==> src/rtl/ds1302_pkg.sv <==
`default_nettype none
// ============================================================================
// ds1302_pkg : shared types and constants for the DS1302 access scheduler
// Revision   : 1.0
// ============================================================================
package ds1302_pkg;

    typedef enum logic [2:0] {
        S_IDLE      = 3'd0,
        S_ISSUE     = 3'd1,
        S_WAIT_BUSY = 3'd2,
        S_WAIT_DONE = 3'd3,
        S_GAP       = 3'd4
    } sched_state_t;

    typedef enum logic {
        OP_RD = 1'b0,
        OP_WR = 1'b1
    } ds_op_t;

    // Field positions inside the 64-bit clock burst
    localparam int SEC_LSB = 0;
    localparam int MIN_LSB = 8;
    localparam int HR_LSB  = 16;
    localparam int CH_BIT  = 7;

    localparam int DEF_POLL_CYCLES    = 500000;
    localparam int DEF_TIMEOUT_CYCLES = 4096;
    localparam int DEF_GAP_CYCLES     = 4;

endpackage
`default_nettype wire

==> src/rtl/btn_edge_sync.sv <==
`default_nettype none
// ============================================================================
// btn_edge_sync : 2-FF synchronizer plus registered falling-edge press pulse
// Revision      : 1.0
// ============================================================================
module btn_edge_sync (
    input  logic clk,
    input  logic rstn,
    input  logic btn_n,
    output logic press
);

    // Reset to the released (high) level so leaving reset never looks like a press
    logic [2:0] sync;

    always_ff @(posedge clk or negedge rstn) begin
        if (!rstn) begin
            sync  <= 3'b111;
            press <= 1'b0;
        end else begin
            sync  <= {sync[1:0], btn_n};
            press <= sync[2] & ~sync[1];
        end
    end

endmodule
`default_nettype wire

==> src/rtl/ds1302_access_scheduler.sv <==
`default_nettype none
// ============================================================================
// ds1302_access_scheduler : arbitrates button and poll requests onto the
//                           single DS1302 controller, with timeout and snapshot
// Revision                : 1.0
// ============================================================================
module ds1302_access_scheduler
    import ds1302_pkg::*;
#(
    parameter int POLL_CYCLES    = DEF_POLL_CYCLES,
    parameter int TIMEOUT_CYCLES = DEF_TIMEOUT_CYCLES,
    parameter int GAP_CYCLES     = DEF_GAP_CYCLES
) (
    input  logic        clk,
    input  logic        rstn,
    input  logic        rd_btn,
    input  logic        wr_btn,
    input  logic        ctl_busy,
    input  logic        ctl_done,
    input  logic [63:0] ctl_data,
    output logic        rd_start,
    output logic        wr_start,
    output logic [63:0] time_snapshot,
    output logic        snap_valid,
    output logic        busy,
    output logic        err_timeout
);

    localparam int POLL_W = (POLL_CYCLES > 1)    ? $clog2(POLL_CYCLES)    : 1;
    localparam int TO_W   = (TIMEOUT_CYCLES > 1) ? $clog2(TIMEOUT_CYCLES) : 1;
    localparam int GAP_W  = (GAP_CYCLES > 1)     ? $clog2(GAP_CYCLES)     : 1;

    sched_state_t      state;
    ds_op_t            op;
    logic              rd_press;
    logic              wr_press;
    logic              rd_pend;
    logic              wr_pend;
    logic              poll_pend;
    logic [POLL_W-1:0] poll_cnt;
    logic [TO_W-1:0]   to_cnt;
    logic [GAP_W-1:0]  gap_cnt;
    logic              poll_hit;

    btn_edge_sync u_rd_sync (
        .clk   (clk),
        .rstn  (rstn),
        .btn_n (rd_btn),
        .press (rd_press)
    );

    btn_edge_sync u_wr_sync (
        .clk   (clk),
        .rstn  (rstn),
        .btn_n (wr_btn),
        .press (wr_press)
    );

    assign poll_hit = (poll_cnt == POLL_W'(POLL_CYCLES - 1));

    always_ff @(posedge clk or negedge rstn) begin
        if (!rstn) begin
            state         <= S_IDLE;
            op            <= OP_RD;
            rd_pend       <= 1'b0;
            wr_pend       <= 1'b0;
            poll_pend     <= 1'b0;
            poll_cnt      <= '0;
            to_cnt        <= '0;
            gap_cnt       <= '0;
            rd_start      <= 1'b0;
            wr_start      <= 1'b0;
            time_snapshot <= 64'd0;
            snap_valid    <= 1'b0;
            busy          <= 1'b0;
            err_timeout   <= 1'b0;
        end else begin
            rd_start <= 1'b0;
            wr_start <= 1'b0;
            poll_cnt <= poll_hit ? '0 : poll_cnt + 1'b1;

            case (state)
                S_IDLE: begin
                    if (wr_pend) begin
                        op       <= OP_WR;
                        wr_pend  <= 1'b0;
                        wr_start <= 1'b1;
                        busy     <= 1'b1;
                        state    <= S_ISSUE;
                    end else if (rd_pend || poll_pend) begin
                        // One burst read serves both the button and the poll
                        op        <= OP_RD;
                        rd_pend   <= 1'b0;
                        poll_pend <= 1'b0;
                        rd_start  <= 1'b1;
                        busy      <= 1'b1;
                        state     <= S_ISSUE;
                    end
                end
                S_ISSUE: begin
                    to_cnt <= '0;
                    state  <= S_WAIT_BUSY;
                end
                S_WAIT_BUSY, S_WAIT_DONE: begin
                    if (ctl_done) begin
                        err_timeout <= 1'b0;
                        if (op == OP_RD) begin
                            time_snapshot <= ctl_data;
                            snap_valid    <= 1'b1;
                        end else begin
                            rd_pend <= 1'b1;
                        end
                        gap_cnt <= '0;
                        state   <= S_GAP;
                    end else if (to_cnt == TO_W'(TIMEOUT_CYCLES - 1)) begin
                        err_timeout <= 1'b1;
                        gap_cnt     <= '0;
                        state       <= S_GAP;
                    end else begin
                        to_cnt <= to_cnt + 1'b1;
                        if (state == S_WAIT_BUSY && ctl_busy)
                            state <= S_WAIT_DONE;
                    end
                end
                S_GAP: begin
                    if (gap_cnt == GAP_W'(GAP_CYCLES - 1)) begin
                        busy  <= 1'b0;
                        state <= S_IDLE;
                    end else begin
                        gap_cnt <= gap_cnt + 1'b1;
                    end
                end
                default: begin
                    busy  <= 1'b0;
                    state <= S_IDLE;
                end
            endcase

            // New requests override a same-cycle grant clear so none is lost
            if (rd_press) rd_pend   <= 1'b1;
            if (wr_press) wr_pend   <= 1'b1;
            if (poll_hit) poll_pend <= 1'b1;
        end
    end

endmodule
`default_nettype wire

==> config.mk <==
export PLATFORM = sky130hd
export DESIGN_NAME = ds1302_access_scheduler
export DESIGN_NICKNAME = d
export VERILOG_FILES = /design/src/rtl/ds1302_pkg.sv /design/src/rtl/btn_edge_sync.sv /design/src/rtl/ds1302_access_scheduler.sv
export SDC_FILE = /design/constraint.sdc
export NUM_CORES = 1
export LEC_CHECK = 0
export CAP_MARGIN = 10
export CORE_MARGIN = 4
export CORE_UTILIZATION = 48
export CTS_CLUSTER_SIZE = 25
export DETAILED_ROUTE_END_ITERATION = 12
export PLACE_DENSITY = 0.87
export SETUP_SLACK_MARGIN = 0.02
export SYNTH_ARGS = -nofsm -noshare
export SYNTH_HDL_FRONTEND = slang
export SYNTH_SLANG_ARGS = --single-unit
==> constraint.sdc <==
create_clock -name clk -period 4.3 [get_ports clk]
set_input_delay 0.43 -clock clk [delete_from_list [all_inputs] [get_ports clk]]
set_output_delay 0.43 -clock clk [all_outputs]
set_load 0.05 [all_outputs]
# Yosys cells after proc, flatten, opt, wreduce, memory -nomap -nowiden
# Cells that the tools add are included.
[op_classes] n_addsub=3 n_mux=37 bitwise=6 reduce_logical=22 eq_ne=19
[ops] op="$mux 12" n=2
[ops] op="$pmux 12 s2" n=1
[ops] op="$mux 1" n=20
[ops] op="$add 19x1->19 const B" n=1
[ops] op="$eq 19x19->1 const B" n=1
[ops] op="$mux 19" n=1
[ops] op="$mux 3" n=6
[ops] op="$reduce_and 3->1" n=6
[ops] op="$reduce_bool 2->1" n=7
[ops] op="$add 12x1->12 const B" n=1
[ops] op="$eq 12x12->1 const B" n=1
[ops] op="$ne 3x2->1 const B" n=4
[ops] op="$pmux 3 s4" n=1
[ops] op="$ne 2x2->1 const B" n=4
[ops] op="$eq 3x2->1 const B" n=2
[ops] op="$mux 2" n=3
[ops] op="$ne 3x3->1 const B" n=2
[ops] op="$reduce_and 5->1" n=1
[ops] op="$ne 4x4->1 const B" n=1
[ops] op="$not 1->1" n=4
[ops] op="$pmux 2 s2" n=1
[ops] op="$reduce_and 2->1" n=2
[ops] op="$eq 3x1->1 const B" n=1
[ops] op="$eq 3x3->1 const B" n=1
[ops] op="other kinds (12)" n=13
[totals] ff_bits=117

# Depth between registers and ports, before layout
[depth] word_depth=6 depth_mapped=8

# Modules after synthesis
# Synthesis repeated with hierarchy kept, for this count alone.
[unflattened] hier_cells=372 area_unflattened_um2=4837.1
[by_module_without_submodules] mod="ds1302_access_scheduler" cells_each=362 n_inst=1 area_per_inst_um2=4601.9 seq_area_each_um2=2727.6
[by_module_without_submodules] mod="btn_edge_sync" cells_each=5 n_inst=2 area_per_inst_um2=117.6 seq_area_each_um2=103.8

# Least setup slack after synthesis
# No wires, ideal clock.
[synth_path] path_kind="reg2reg" from="register to_cnt[0]" to="register to_cnt[3]" setup_ps=132 setup_slack_ps=2496 n_path_buf=3 period_less_slack_ps=1804 required_time_ps=4168 stages_incl_launch_ff=9 arrival_ps=1672 cell_sequence="dfrtp_1 -> ha_1 -> and3_1 -> clkbuf_1 -> o2111a_1 -> buf_2 -> buf_2 -> o31ai_1 -> o31ai_1"
[synth_between] elab_chain_cells=4
[synth_lines] element="start, declared" line_no="ds1302_access_scheduler.sv:41" source="logic [TO_W-1:0] to_cnt;"
[synth_lines] element="start signal, assigned" line_no="ds1302_access_scheduler.sv:120" source="to_cnt <= to_cnt + 1'b1;"
[synth_lines] element="$add 12x1->12" line_no="ds1302_access_scheduler.sv:120"
[synth_lines] element="$mux 12" line_no="ds1302_access_scheduler.sv:115" source="end else if (to_cnt == TO_W'(TIMEOUT_CYCLES - 1)) begin"
[synth_lines] element="$mux 12" line_no="ds1302_access_scheduler.sv:105" source="if (ctl_done) begin"
[synth_lines] element="$pmux 12 s2" line_no="ds1302_access_scheduler.sv:82" source="case (state)"
# Parallel ways exist; a longest one is shown, timed or not. The select of a mux whose other input is x is not followed.
# A chain may end at the register's enable or synchronous reset.

# Worst setup path in the final report
[layout_path] from="register state[1]" to="register time_snapshot[9]"
[layout_between] elab_chain_cells=3
[layout_lines] element="start, declared" line_no="ds1302_access_scheduler.sv:33" source="sched_state_t state;"
[layout_lines] element="start signal, assigned" line_no="ds1302_access_scheduler.sv:63" source="state <= S_IDLE;"
[layout_lines] element="start signal, assigned" line_no="ds1302_access_scheduler.sv:89" source="state <= S_ISSUE;"
[layout_lines] element="start signal, assigned" line_no="ds1302_access_scheduler.sv:97" source="state <= S_ISSUE;"
[layout_lines] element="$eq 3x2->1" line_no="ds1302_access_scheduler.sv:82"
[layout_lines] element="$reduce_or 2->1 *" line_no="ds1302_access_scheduler.sv:82"
[layout_lines] element="$reduce_and 3->1 (no source line) *"
[layout_lines] element="end signal, assigned" line_no="ds1302_access_scheduler.sv:108" source="time_snapshot <= ctl_data;"
[layout_lines] element="end, declared" line_no="ds1302_access_scheduler.sv:23" source="output logic [63:0] time_snapshot,"
# Every way passes the cells marked *; elsewhere a longest branch is shown, timed or not.

==> results.ini <==
[sta]
setup_tns_ps = 0
min_period_ps = 2720
fin_crit_sh = 0.633
setup_viol = 0
hold_violations = 0
slew_headroom = 0.528
fmax_mhz = 367
fin_skew_ps = 6.76
worstMarginPinSlew_ps = 708
finalWorstSetupSlack_ps = 1580
rsz0062_at_grt = no
slew_viol_final = 0

[power_and_ir_drop]
power_frac_comb = 0.456
peakVddDrop_uv = 587
power_switching_mw = 2.37
swShare = 0.422
p_per_area_nw_per_um2 = 810
p_int_mw = 3.24
power_leakage_nw = 3.01
p_seq_frac = 0.307
pwr-share-clk = 0.236

[final_layout]
multiInputGateArea_um2 = 1820
n_fill_cell = 677
drive_gt1_frac = 0.125
layout.cells.non_filler = 659
nets = 587
syn2layout_area_growth_pct = 42.3
regArea_um2 = 2940
fin_area_um2 = 6920
antenna_cells = 0
utilization = 0.705

[clocking]
clockBufferDepth = 2
clkTransAtPathRegs_ps = 50
cts_root_buffer = clkbuf_8
clk_latency_ps = 500
cts_max_level = 4
post_cts_resized = 0
clock_sinks = 117
cts_tree = done
cts_made_buffers = 17

[floorplan]
start_util = 0.496
die_y_um = 109
core_um2 = 9820
io_pins = 139
row_count = 36
die_w_um = 109
die-area_um2 = 11800

[critical_path]
crit_path_end_kind = flop
reg2reg_to = time_snapshot[9]$_DFFE_PN0P_
critPathMaxFanout = 55
crit_required_ps = 4670
worst_ep_arrival_time_ps = 3100
setup.worst_path.start = state[1]$_DFFE_PN0P_
cp-start-kind = flop
worst-r2r-cell-count = 5
timing.rr.start = state[1]$_DFFE_PN0P_
ff2ff_setup_slack_ps = 1580
criticalPathCategory = flop to flop

[hold_path]
hold_class = primary input to flop
whs_path_depth = 1
hp-start = rd_btn
holdPathEnd = u_rd_sync.sync[0]$_DFF_PN1_

[synth]
yosysTopAreaCell = dfrtp_1
syn_nets = 443
synthArstFlopShare = 1.00
ys_ff_latch = 117
ys_warn_count = 0
post-synth-top-count-cell = dfrtp_1
ys.flop_type = dfrtp_1
seq_area_frac_synth = 0.603
syn_area_um2 = 4870
yosys-top-cells-area = dfrtp_1 57%, mux2_1 11%, mux2_2 3.5%
synth_common_cells = 111 x dfrtp_1, 49 x mux2_1, 23 x nor2_1
synth_cell_type_count = 49
syn-mean-instance-area_um2 = 13.2
synth_edf_count = 0
netlist_instances = 370
synth_top_area_share = 0.571

[routing]
met2_length_um = 6630
drtIter0Drc = 233
topRoutingLayerUsed = met4
first_pass_iters = 4
wire_per_inst_um = 17.8
drt_wl_total_um = 11800
final_antenna_net_count = 0
wl_met1_um = 4350
met3RoutedLength_um = 502
dr_total_vias = 3545
drcViolationCount = 0
vias_per_cell = 5.38

[global_route]
gr-usage-all-layers = 0.205
grt_max_degree = 56
grt_pass1_wl_um = 18500
grt_overflow = 0
grt_pass1_vias = 3816
antenna_found_initial = 0

[placement]
place_area_um2 = 6350
dpl_worst_slack_ps = 1590
place_inst = 627
hpwl_um = 8240
gp_routability_congestion = 0.880
io_buffer_count = 138

[outcome]
status = completed

[flow_run]
drv_cap = 0

-- layer usage --
metal,GRT usage,up-vias
li1,-,1626
met4,0.0893,0
met2,0.376,108
met5,0,-
met1,0.223,1786
met3,0.0539,25
-- cells by family (layout without fill, tap and decap cells) --
group,Yosys count,in the layout,share of synthesized area
buf+inv,23,179,0.0234
fa+ha+maj,3,3,0.00771
xor+xnor,15,15,0.0270
mux,67,67,0.154
simple gates,92,92,0.111
compound gates,53,53,0.0738
flops,117,117,0.603
-- per-stage QoR --
stage / hold WS, ps / power [mW]
6_report: 337 / 5.61
5_1_grt: 305 / 5.84
4_1_cts: 314 / 5.65
3_5_place_dp: 351 / 4.29
3_3_place_gp: 348 / 4.20
2_1_floorplan: 134 / 3.37
-- worst max-delay path by stage --
stage | depth (start not counted) | slack [ps] | endpoint
after floorplan | 8 | 2500 | to_cnt[3]$_DFFE_PN0P_
after detailed placement | 5 | 1590 | time_snapshot[47]$_DFFE_PN0P_
after CTS | 5 | 1600 | time_snapshot[10]$_DFFE_PN0P_
after global routing | 5 | 1380 | time_snapshot[10]$_DFFE_PN0P_
after global placement | 5 | 1690 | time_snapshot[48]$_DFFE_PN0P_
final | 5 | 1580 | time_snapshot[9]$_DFFE_PN0P_
-- power groups by stage --
| stage | Sequential [mW] | Combinational, mW | Clock (mW) |
|---|---|---|---|
| after floorplan | 2.81 | 0.556 | 0 |
| after global placement | 1.70 | 2.50 | 0 |
| after detailed placement | 1.73 | 2.56 | 0 |
| after CTS | 1.72 | 2.58 | 1.35 |
| after global routing | 1.77 | 2.67 | 1.40 |
| final | 1.72 | 2.56 | 1.32 |
-- state kept, by name (all words and copies together) (netlist names), 2 cells and up --
name and flops:
state 3, u_wr_sync.sync 3, u_rd_sync.sync 3, gap_cnt 2, to_cnt 12, poll_cnt 19, time_snapshot 64
-- worst max-delay path, cell delays in order, from the launching register on --
cell     delay [ps]
dfrtp_1         490
nor2b_1         510
nand2_1         200
nor2_4          320
buf_4           640
mux2_1          400
-- layout make-up --
| cell class | count | area share |
|---|---|---|
| clock inverter | 10 | 0.0152 |
| tap | 133 | 0.0240 |
| sequential | 117 | 0.424 |
| timing repair buffer | 142 | 0.204 |
| clock buffer | 21 | 0.0663 |
| multi-input combinational | 230 | 0.263 |
| inverter | 6 | 0.00325 |
-- timing repair --
action	4_1_cts	5_1_grt
setup buffers	0	0
hold buffers	1	0
endpoints found under the hold margin	50	0
-- layout by cell type, fill, tap and decap left out, types with 5 or more instances in the layout --
cell type          n
mux2_1            49
xnor2_1           10
dfrtp_1          111
nand3_1           15
xor2_1             5
o31ai_1           12
a21oi_1            5
nor4_1             5
inv_1              6
mux2_2            15
clkinv_2           6
o21ai_0           12
clkbuf_16         16
nor2_1            22
nor3_1             6
nand2_1           12
clkdlybuf4s50_1  137
dfstp_2            6
(Power assumes the default switching activity.)
